`src/rtl/sram_axi_bridge_pkg.sv`:
```
// Shared definitions for the SRAM-to-AXI bridge: FSM encoding, AXI field
// constants and the legacy bus-width macros used by the core-side wrappers.
`ifndef SRAM_AXI_BRIDGE_DEFINES
`define SRAM_AXI_BRIDGE_DEFINES
`define DataBus 31:0
`define AddrBus 31:0
`define WriteEn 3:0
`endif

package sram_axi_bridge_pkg;

    typedef enum logic [2:0] {
        ST_IDLE    = 3'd0,
        ST_RD_ADDR = 3'd1,
        ST_RD_DATA = 3'd2,
        ST_WR_REQ  = 3'd3,
        ST_WR_RESP = 3'd4,
        ST_DONE    = 3'd5
    } bridge_state_e;

    localparam logic [1:0] BURST_INCR  = 2'b01;

    localparam logic [2:0] SIZE_BYTE   = 3'd0;
    localparam logic [2:0] SIZE_HALF   = 3'd1;
    localparam logic [2:0] SIZE_WORD   = 3'd2;

    localparam logic [1:0] RESP_OKAY   = 2'b00;
    localparam logic [1:0] RESP_SLVERR = 2'b10;
    localparam logic [1:0] RESP_DECERR = 2'b11;

    // SLVERR and DECERR are the only responses treated as bus errors.
    function automatic logic resp_is_err(input logic [1:0] resp);
        return (resp == RESP_SLVERR) || (resp == RESP_DECERR);
    endfunction

endpackage

```
`src/rtl/wstrb_to_axi_size.sv`:
```
// Maps the processor byte-enable pattern onto an AXI transfer size and the
// low address bits of the first enabled byte. Unrecognised patterns fall back
// to a full-word transfer at offset 0 and rely on wstrb to mask bytes.
module wstrb_to_axi_size
    import sram_axi_bridge_pkg::*;
(
    input  logic [3:0] wen,
    output logic [2:0] awsize,
    output logic [1:0] offset
);

    // Decode the byte-enable pattern into size and offset.
    always_comb begin
        awsize = SIZE_WORD;
        offset = 2'd0;
        case (wen)
            4'b0001: begin awsize = SIZE_BYTE; offset = 2'd0; end
            4'b0010: begin awsize = SIZE_BYTE; offset = 2'd1; end
            4'b0100: begin awsize = SIZE_BYTE; offset = 2'd2; end
            4'b1000: begin awsize = SIZE_BYTE; offset = 2'd3; end
            4'b0011: begin awsize = SIZE_HALF; offset = 2'd0; end
            4'b1100: begin awsize = SIZE_HALF; offset = 2'd2; end
            default: begin awsize = SIZE_WORD; offset = 2'd0; end
        endcase
    end

endmodule

```
`src/rtl/sram_axi_bridge.sv`:
```
// Single-outstanding SRAM-port to AXI4 single-beat master bridge.
// One instance sits on each processor port and produces its stall.
// Optional: define BRIDGE_RESP_ERR_EN to add the bus_err output, which
// flags SLVERR/DECERR responses during the completion cycle.
//
// state      | meaning
// -----------+---------------------------------------------------------
// ST_IDLE    | waiting for sram_en; captures the request when it arrives
// ST_RD_ADDR | arvalid high until arready
// ST_RD_DATA | rready high until rvalid; read data latched
// ST_WR_REQ  | awvalid/wvalid high, each dropped after its own handshake
// ST_WR_RESP | bready high until bvalid
// ST_DONE    | single completion cycle; sram_wait low
module sram_axi_bridge
    import sram_axi_bridge_pkg::*;
#(
    parameter logic [3:0] AXI_ID = 4'd0,
    parameter int         ADDR_W = 32,
    parameter int         DATA_W = 32
) (
    input  logic                  clk,
    input  logic                  rst,
    input  logic                  sram_en,
    input  logic [DATA_W/8-1:0]   sram_wen,
    input  logic [ADDR_W-1:0]     sram_addr,
    input  logic [DATA_W-1:0]     sram_wdata,
    output logic [DATA_W-1:0]     sram_rdata,
    output logic                  sram_wait,
    output logic [3:0]            arid,
    output logic [ADDR_W-1:0]     araddr,
    output logic [7:0]            arlen,
    output logic [2:0]            arsize,
    output logic [1:0]            arburst,
    output logic                  arvalid,
    input  logic                  arready,
    input  logic [DATA_W-1:0]     rdata,
    input  logic [1:0]            rresp,
    input  logic                  rvalid,
    output logic                  rready,
    output logic [3:0]            awid,
    output logic [ADDR_W-1:0]     awaddr,
    output logic [7:0]            awlen,
    output logic [2:0]            awsize,
    output logic [1:0]            awburst,
    output logic                  awvalid,
    input  logic                  awready,
    output logic [DATA_W-1:0]     wdata,
    output logic [DATA_W/8-1:0]   wstrb,
    output logic                  wlast,
    output logic                  wvalid,
    input  logic                  wready,
    input  logic [1:0]            bresp,
    input  logic                  bvalid,
    output logic                  bready
`ifdef BRIDGE_RESP_ERR_EN
   ,output logic                  bus_err
`endif
);

    bridge_state_e state;
    bridge_state_e state_next;

    // Word address only: the low two bits are rebuilt from the strobes.
    logic [ADDR_W-3:0]   addr_q;
    logic [DATA_W-1:0]   wdata_q;
    logic [DATA_W/8-1:0] wen_q;
    logic [DATA_W-1:0]   rdata_q;
    logic                aw_ok;
    logic                w_ok;
    logic [1:0]          wr_offset;

    logic unused_inputs;
    assign unused_inputs = ^{sram_addr[1:0], rresp, bresp};

    wstrb_to_axi_size u_size (
        .wen    (wen_q),
        .awsize (awsize),
        .offset (wr_offset)
    );

    // State register.
    always_ff @(posedge clk or posedge rst) begin
        if (rst) state <= ST_IDLE;
        else     state <= state_next;
    end

    // Next-state decode and AXI handshake outputs.
    always_comb begin
        state_next = state;
        arvalid    = 1'b0;
        rready     = 1'b0;
        awvalid    = 1'b0;
        wvalid     = 1'b0;
        bready     = 1'b0;
        case (state)
            ST_IDLE: begin
                if (sram_en)
                    state_next = (sram_wen == '0) ? ST_RD_ADDR : ST_WR_REQ;
            end
            ST_RD_ADDR: begin
                arvalid = 1'b1;
                if (arready) state_next = ST_RD_DATA;
            end
            ST_RD_DATA: begin
                rready = 1'b1;
                if (rvalid) state_next = ST_DONE;
            end
            ST_WR_REQ: begin
                awvalid = !aw_ok;
                wvalid  = !w_ok;
                if ((aw_ok || awready) && (w_ok || wready))
                    state_next = ST_WR_RESP;
            end
            ST_WR_RESP: begin
                bready = 1'b1;
                if (bvalid) state_next = ST_DONE;
            end
            ST_DONE: state_next = ST_IDLE;
            default: state_next = ST_IDLE;
        endcase
    end

    // Request capture, read-data latch and per-channel write handshake flags.
    always_ff @(posedge clk or posedge rst) begin
        if (rst) begin
            addr_q  <= '0;
            wdata_q <= '0;
            wen_q   <= '0;
            rdata_q <= '0;
            aw_ok   <= 1'b0;
            w_ok    <= 1'b0;
        end else begin
            if (state == ST_IDLE && sram_en) begin
                addr_q  <= sram_addr[ADDR_W-1:2];
                wdata_q <= sram_wdata;
                wen_q   <= sram_wen;
            end
            if (state == ST_RD_DATA && rvalid)
                rdata_q <= rdata;
            if (state == ST_WR_REQ && state_next == ST_WR_REQ) begin
                if (awvalid && awready) aw_ok <= 1'b1;
                if (wvalid && wready)   w_ok  <= 1'b1;
            end else begin
                aw_ok <= 1'b0;
                w_ok  <= 1'b0;
            end
        end
    end

`ifdef BRIDGE_RESP_ERR_EN
    logic [1:0] resp_q;

    // Hold the response of the current transaction for the DONE cycle.
    always_ff @(posedge clk or posedge rst) begin
        if (rst) begin
            resp_q <= RESP_OKAY;
        end else begin
            if (rvalid && rready) resp_q <= rresp;
            if (bvalid && bready) resp_q <= bresp;
        end
    end

    assign bus_err = (state == ST_DONE) && resp_is_err(resp_q);
`endif

    assign sram_wait  = sram_en && (state != ST_DONE);
    assign sram_rdata = rdata_q;

    assign arid    = AXI_ID;
    assign araddr  = {addr_q, 2'b00};
    assign arlen   = 8'd0;
    assign arsize  = SIZE_WORD;
    assign arburst = BURST_INCR;

    assign awid    = AXI_ID;
    assign awaddr  = {addr_q, wr_offset};
    assign awlen   = 8'd0;
    assign awburst = BURST_INCR;

    assign wdata   = wdata_q;
    assign wstrb   = wen_q;
    assign wlast   = 1'b1;

endmodule

```
`config.mk`:
```
export PLATFORM = sky130hd
export DESIGN_NAME = sram_axi_bridge
export DESIGN_NICKNAME = d
export VERILOG_FILES = /design/src/rtl/sram_axi_bridge_pkg.sv /design/src/rtl/wstrb_to_axi_size.sv /design/src/rtl/sram_axi_bridge.sv
export SDC_FILE = /design/constraint.sdc
export NUM_CORES = 1
export LEC_CHECK = 0
export CAP_MARGIN = 15
export CORE_MARGIN = 5
export CORE_UTILIZATION = 30
export DETAILED_ROUTE_END_ITERATION = 12
export PLACE_DENSITY = 0.7
export SLEW_MARGIN = 15
export SYNTH_ARGS = -nofsm -noshare
export SYNTH_HDL_FRONTEND = slang
export SYNTH_HIERARCHICAL = 1
export SYNTH_SLANG_ARGS = --single-unit
```
`constraint.sdc`:
```
create_clock -name clk -period 6.9 [get_ports clk]
set_clock_uncertainty 0.2 [all_clocks]
set_input_delay 1.725 -clock clk [delete_from_list [all_inputs] [get_ports clk]]
set_output_delay 1.725 -clock clk [all_outputs]
set_load 0.005 [all_outputs]
```
Word level (Yosys, flattened, before mapping) --
Index checks and enable logic that the tools add are counted.
Cells by class: eq/ne operators 14, multiplexer cells 18, reduce and logical (&&, ||, !) cells 16
Operators with widths (number):
- 2-to-1 mux 3 bit | 5
- one-hot mux 3 bit (5 select lines) | 1
- equality test 3 x 2 -> 1 bit, second input constant | 3
- 2-to-1 mux 1 bit | 9
- equality test 4 x 2 -> 1 bit, second input constant | 2
- equality test 4 bit, second input constant | 2
- logical AND 1 bit | 7
- one-hot mux 2 bit (3 select lines) | 1
- equality test 4 x 1 -> 1 bit, second input constant | 1
- equality test 4 x 3 -> 1 bit, second input constant | 1
- logical NOT 4 bit | 1
- != test 2 x 1 -> 1 bit, second input constant | 2
- one-hot mux 2 bit (2 select lines) | 1
- OR reduction 2 bit | 2
- OR reduction 4 bit | 1
- equality test 3 x 1 -> 1 bit, second input constant | 1
- equality test 3 bit, second input constant | 1
- logical NOT 3 bit | 1
- != test 3 bit, second input constant | 1
- logical NOT 1 bit | 2
- logical OR 1 bit | 2
- 2-to-1 mux 2 bit | 1
Word-level totals: register bits after elaboration 103, bits of input ports 112, output and inout port bits 173, logic and storage cells 55

Logic depth before layout (Yosys ltp) --
depth in word-level cells 7, mapped depth 6

By module --
Netlist, hierarchy kept.
Modules (own cells, without submodules):
- sram_axi_bridge | instances 1, cells each 312, area an instance 4489.3 sq um
- wstrb_to_axi_size | instances 1, cells each 10, area an instance 65.1 sq um

Least setup slack after synthesis --
OpenSTA, ideal clock, no wires.
path kind input port to output port, start input port sram_en, end output port sram_wait, data arrival time 1.920 ns, data required time 4.975 ns, path slack 3.055 ns, cell stages on the path 1, path buffers 0, cell sequence a21boi_0
Between the ends: word-level cells in the longest chain between the ends 1
RTL lines:
- start, declared | line sram_axi_bridge.sv:23 | input logic sram_en,
- logical AND 1 bit | line sram_axi_bridge.sv:166 | assign sram_wait = sram_en && (state != ST_DONE);
- end, declared | line sram_axi_bridge.sv:28 | output logic sram_wait,
Every way passes these cells.

Final worst setup path --
Ends and elaborated chain as after synthesis.

==> results.toml <==
[worst_setup_path]
critPathCaptureType = "output port"
timing.critical_path.slowest_stage_cell = "sky130_fd_sc_hd__clkdlybuf4s50_1"
cell_breakdown_of_the_critical_path = "clkdlybuf4s50_1, a21boi_0, clkdlybuf4s50_1"
worst_r2r_path_depth = 2
arrival_ps = 2950
worstPathMaxFanout = 3
worstPathBufferInverterCount = 2
startpoint_type_of_the_worst_setup_path = "primary input"
worstSetupPathDepth = 3
crit_family = "buffers and inverters"
worst_path_most_repeated_cell = "sky130_fd_sc_hd__clkdlybuf4s50_1"
worst-endpoint-required_ps = 4970
worst-setup-path-type = "in2out"
critical_path.max_stage_delay_ps = 540

[grt]
groute.usage.overall_pct = 12.5
grt_start_max_net_pins = 58
gr-total-overflow = 0
via_count_of_the_first_global_routing_pass = 3302
initial_antenna_violation_count = 0
grt_first_pass_wirelength_mm = 17.6

[drt]
number_of_remaining_drc_errors = 0
dr.first_iter.drc_count = 43
wl_per_cell_um = 15.8
drt_pre_antenna_iters = 4
route.layer.met1.wl_mm = 4.12
met2_wl_post_dr_mm = 5.78
highest-signal-layer = "met4"
routed-wl-met3_mm = 1.37
drt.antenna.violating_nets = 0
vias = 3129
drt-total-wl_mm = 11.5
vias_per_cell = 4.32

[power_and_ir_drop]
total_switching_power_w = 0.000877
total_power_w = 0.00306
switching_share_pct = 28.7
combPwrFrac_pct = 47.7
leakagePower_nw = 2.89
clock_power_share_pct = 15.8
p_int_w = 0.00218
power_density_nw_per_um2 = 434
seq_power_share_pct = 36.5
peakVddDrop_mv = 0.183

[sta]
rsz0062_at_grt = "no"
tns_ps = 0
worst_slew_pin_slew_ps = 862
timing.fmax_mhz = 205
timing.final.hold_violations = 0
period_minus_slack_ps = 4880
slew_headroom_pct = 42.5
timing_max_transition_violations_final = 0
post-route-period-util_pct = 70.7
post_route_setup_slack_ps = 2020
setup-violations-final = 0

[layout]
flow.area_growth_from_synthesis_pct = 54.6
layout.nets = 644
final_layout_size_suffix_gt1_share_pct = 16.2
final_cell_mix = "sky130_fd_sc_hd__clkdlybuf4s50_1 (243), sky130_fd_sc_hd__dfrtp_1 (103), sky130_fd_sc_hd__mux2_2 (65)"
mostFrequentLayoutCell = "sky130_fd_sc_hd__clkdlybuf4s50_1"
post-route-util_pct = 46.8
multiInputGateArea_um2 = 1480
fillers = 1348
antenna-diode-count = 0
postLayoutCellArea_um2 = 7040
final-seq-area_um2 = 2580

[yosys]
yosysSeqAreaShare_pct = 56.6
synth-seq-cells = 103
synth_area_leader_cell = "sky130_fd_sc_hd__dfrtp_1"
netlist_area_um2 = 4550
ys.warnings.count = 6
yosysTopAreaCellShare_pct = 56.6
syn-mean-instance-area_um2 = 14.1
synthesis.instances = 322
synth.area.top_cells = "sky130_fd_sc_hd__dfrtp_1 (57%), sky130_fd_sc_hd__mux2_2 (16%), sky130_fd_sc_hd__buf_4 (11%)"
synthDistinctLibCells = 29

[clock_tree]
clock_insertion_delay_at_the_later_pin_of_the_skew_report_ps = 340
tritoncts.num_buffers = 9
ctsHtreeMaxLevel = 3
path_clk_slew_ps = 70
cts_tree = "built"
cts_setup_buffers = 0
cts.repair.resized = 0
clk_path_buf_depth = 2
ctsRootBufferMaster = "sky130_fd_sc_hd__clkbuf_16"
holdBufCountCts = 0
clock-sinks = 103

[place]
placed_cell_area_um2 = 6760
place.port_buffers = 243
post-dp-hpwl_mm = 8.85
dp_slack_ps = 2010
finalWeightedCongestion = 0.723

[die]
die_area_um2 = 17700
top_level_ports = 285
initial_utilization_pct = 30.3
core.rowCount = 45
die_w_um = 133
floorplan.core_area_um2 = 15000
die_h_um = 133

[min_path]
hold_crit_path_type = "reg2reg"
timing.hold.worst_path_depth = 1

[outcome]
status = "finished clean"

[job]
cap_viol_max_count = 0
through the flow:
stage               hold WS (ps)  cells
finish                       285    725
global route                 311    725
floorplan                    283    354
detailed placement           274    709
CTS                          292    725
global placement             267    709
registers in the layout (all words and copies together) (netlist names):
| signal | cells |
|---|---|
| aw_ok | 1 |
| state | 3 |
| wstrb | 4 |
| addr_q | 30 |
| w_ok | 1 |
| sram_rdata | 32 |
| wdata | 32 |
layout make-up:
class	count	share of cell area, %
Timing Repair Buffer	246	34.9
Sequential cell	103	36.6
Multi-Input combinational cell	169	21.0
Clock buffer	9	3.20
Inverter	3	0.195
Clock inverter	7	0.799
Tap cell	188	3.34
routing by layer:
metal / vias up / global-route usage (%)
met5: - / 0
met4: 0 / 4.80
met3: 13 / 6.04
met2: 161 / 21.5
met1: 1536 / 13.2
li1: 1419 / -
cell usage after synthesis:
cell	instances
sky130_fd_sc_hd__buf_4	67
sky130_fd_sc_hd__nor3b_1	2
sky130_fd_sc_hd__o311ai_0	1
sky130_fd_sc_hd__nand3b_1	1
sky130_fd_sc_hd__mux2_2	65
sky130_fd_sc_hd__or3_1	1
sky130_fd_sc_hd__o211ai_1	1
sky130_fd_sc_hd__a21boi_0	2
sky130_fd_sc_hd__mux2_1	33
sky130_fd_sc_hd__a21oi_1	2
sky130_fd_sc_hd__nor2b_1	2
sky130_fd_sc_hd__and4bb_2	1
sky130_fd_sc_hd__inv_1	3
sky130_fd_sc_hd__buf_6	7
sky130_fd_sc_hd__a31o_1	1
sky130_fd_sc_hd__o41ai_1	1
sky130_fd_sc_hd__dfrtp_1	103
sky130_fd_sc_hd__buf_2	4
sky130_fd_sc_hd__nor3_1	3
sky130_fd_sc_hd__xnor2_1	2
sky130_fd_sc_hd__o21bai_1	1
sky130_fd_sc_hd__nor4bb_1	1
sky130_fd_sc_hd__nor2_1	9
sky130_fd_sc_hd__clkbuf_1	1
sky130_fd_sc_hd__a211oi_1	1
sky130_fd_sc_hd__nor4b_4	1
sky130_fd_sc_hd__a22oi_1	1
sky130_fd_sc_hd__o21ai_0	2
sky130_fd_sc_hd__conb_1	3
worst paths after layout:
check,startpoint,endpoint,slack (ps)
min reg2reg,wdata[7]$_DFFE_PP0P_,wdata[7]$_DFFE_PP0P_,280
max in group asynchronous,rst,sram_rdata[30]$_DFFE_PP0P_,3720
min in group asynchronous,rst,addr_q[4]$_DFFE_PP0P_,1600
max,sram_en,sram_wait,2020
max reg2reg,state[2]$_DFF_PP0_,sram_rdata[16]$_DFFE_PP0P_,4700
min,wdata[7]$_DFFE_PP0P_,wdata[7]$_DFFE_PP0P_,280
cells by family after synthesis:
| kind of cell | after synthesis | synth area share (%) |
|---|---|---|
| DFF | 103 | 56.6 |
| muxes | 98 | 24.2 |
| buffers and inverters | 82 | 13.5 |
| and+or+nand+nor | 21 | 2.99 |
| AOI/OAI and AO/OA | 13 | 2.01 |
| other | 3 | 0.247 |
| xor gates and xnor gates | 2 | 0.385 |
worst register-to-register path: cells and delay by family (launching register included):
| family | cells | cell delay, ps |
|---|---|---|
| AND/OR/NAND/NOR | 1 | 940 |
| multiplexers | 1 | 430 |
| flip-flops | 1 | 520 |
power by group through the flow:
stage	Clock, W	Combinational [W]	Sequential [W]
after floorplan	0	0.000639	0.00112
after global placement	0	0.00147	0.00111
after detailed placement	0	0.00149	0.00113
after CTS	0.000507	0.00149	0.00112
after global routing	0.000531	0.00156	0.00116
final	0.000483	0.00146	0.00112
(Power assumes the default switching activity.)
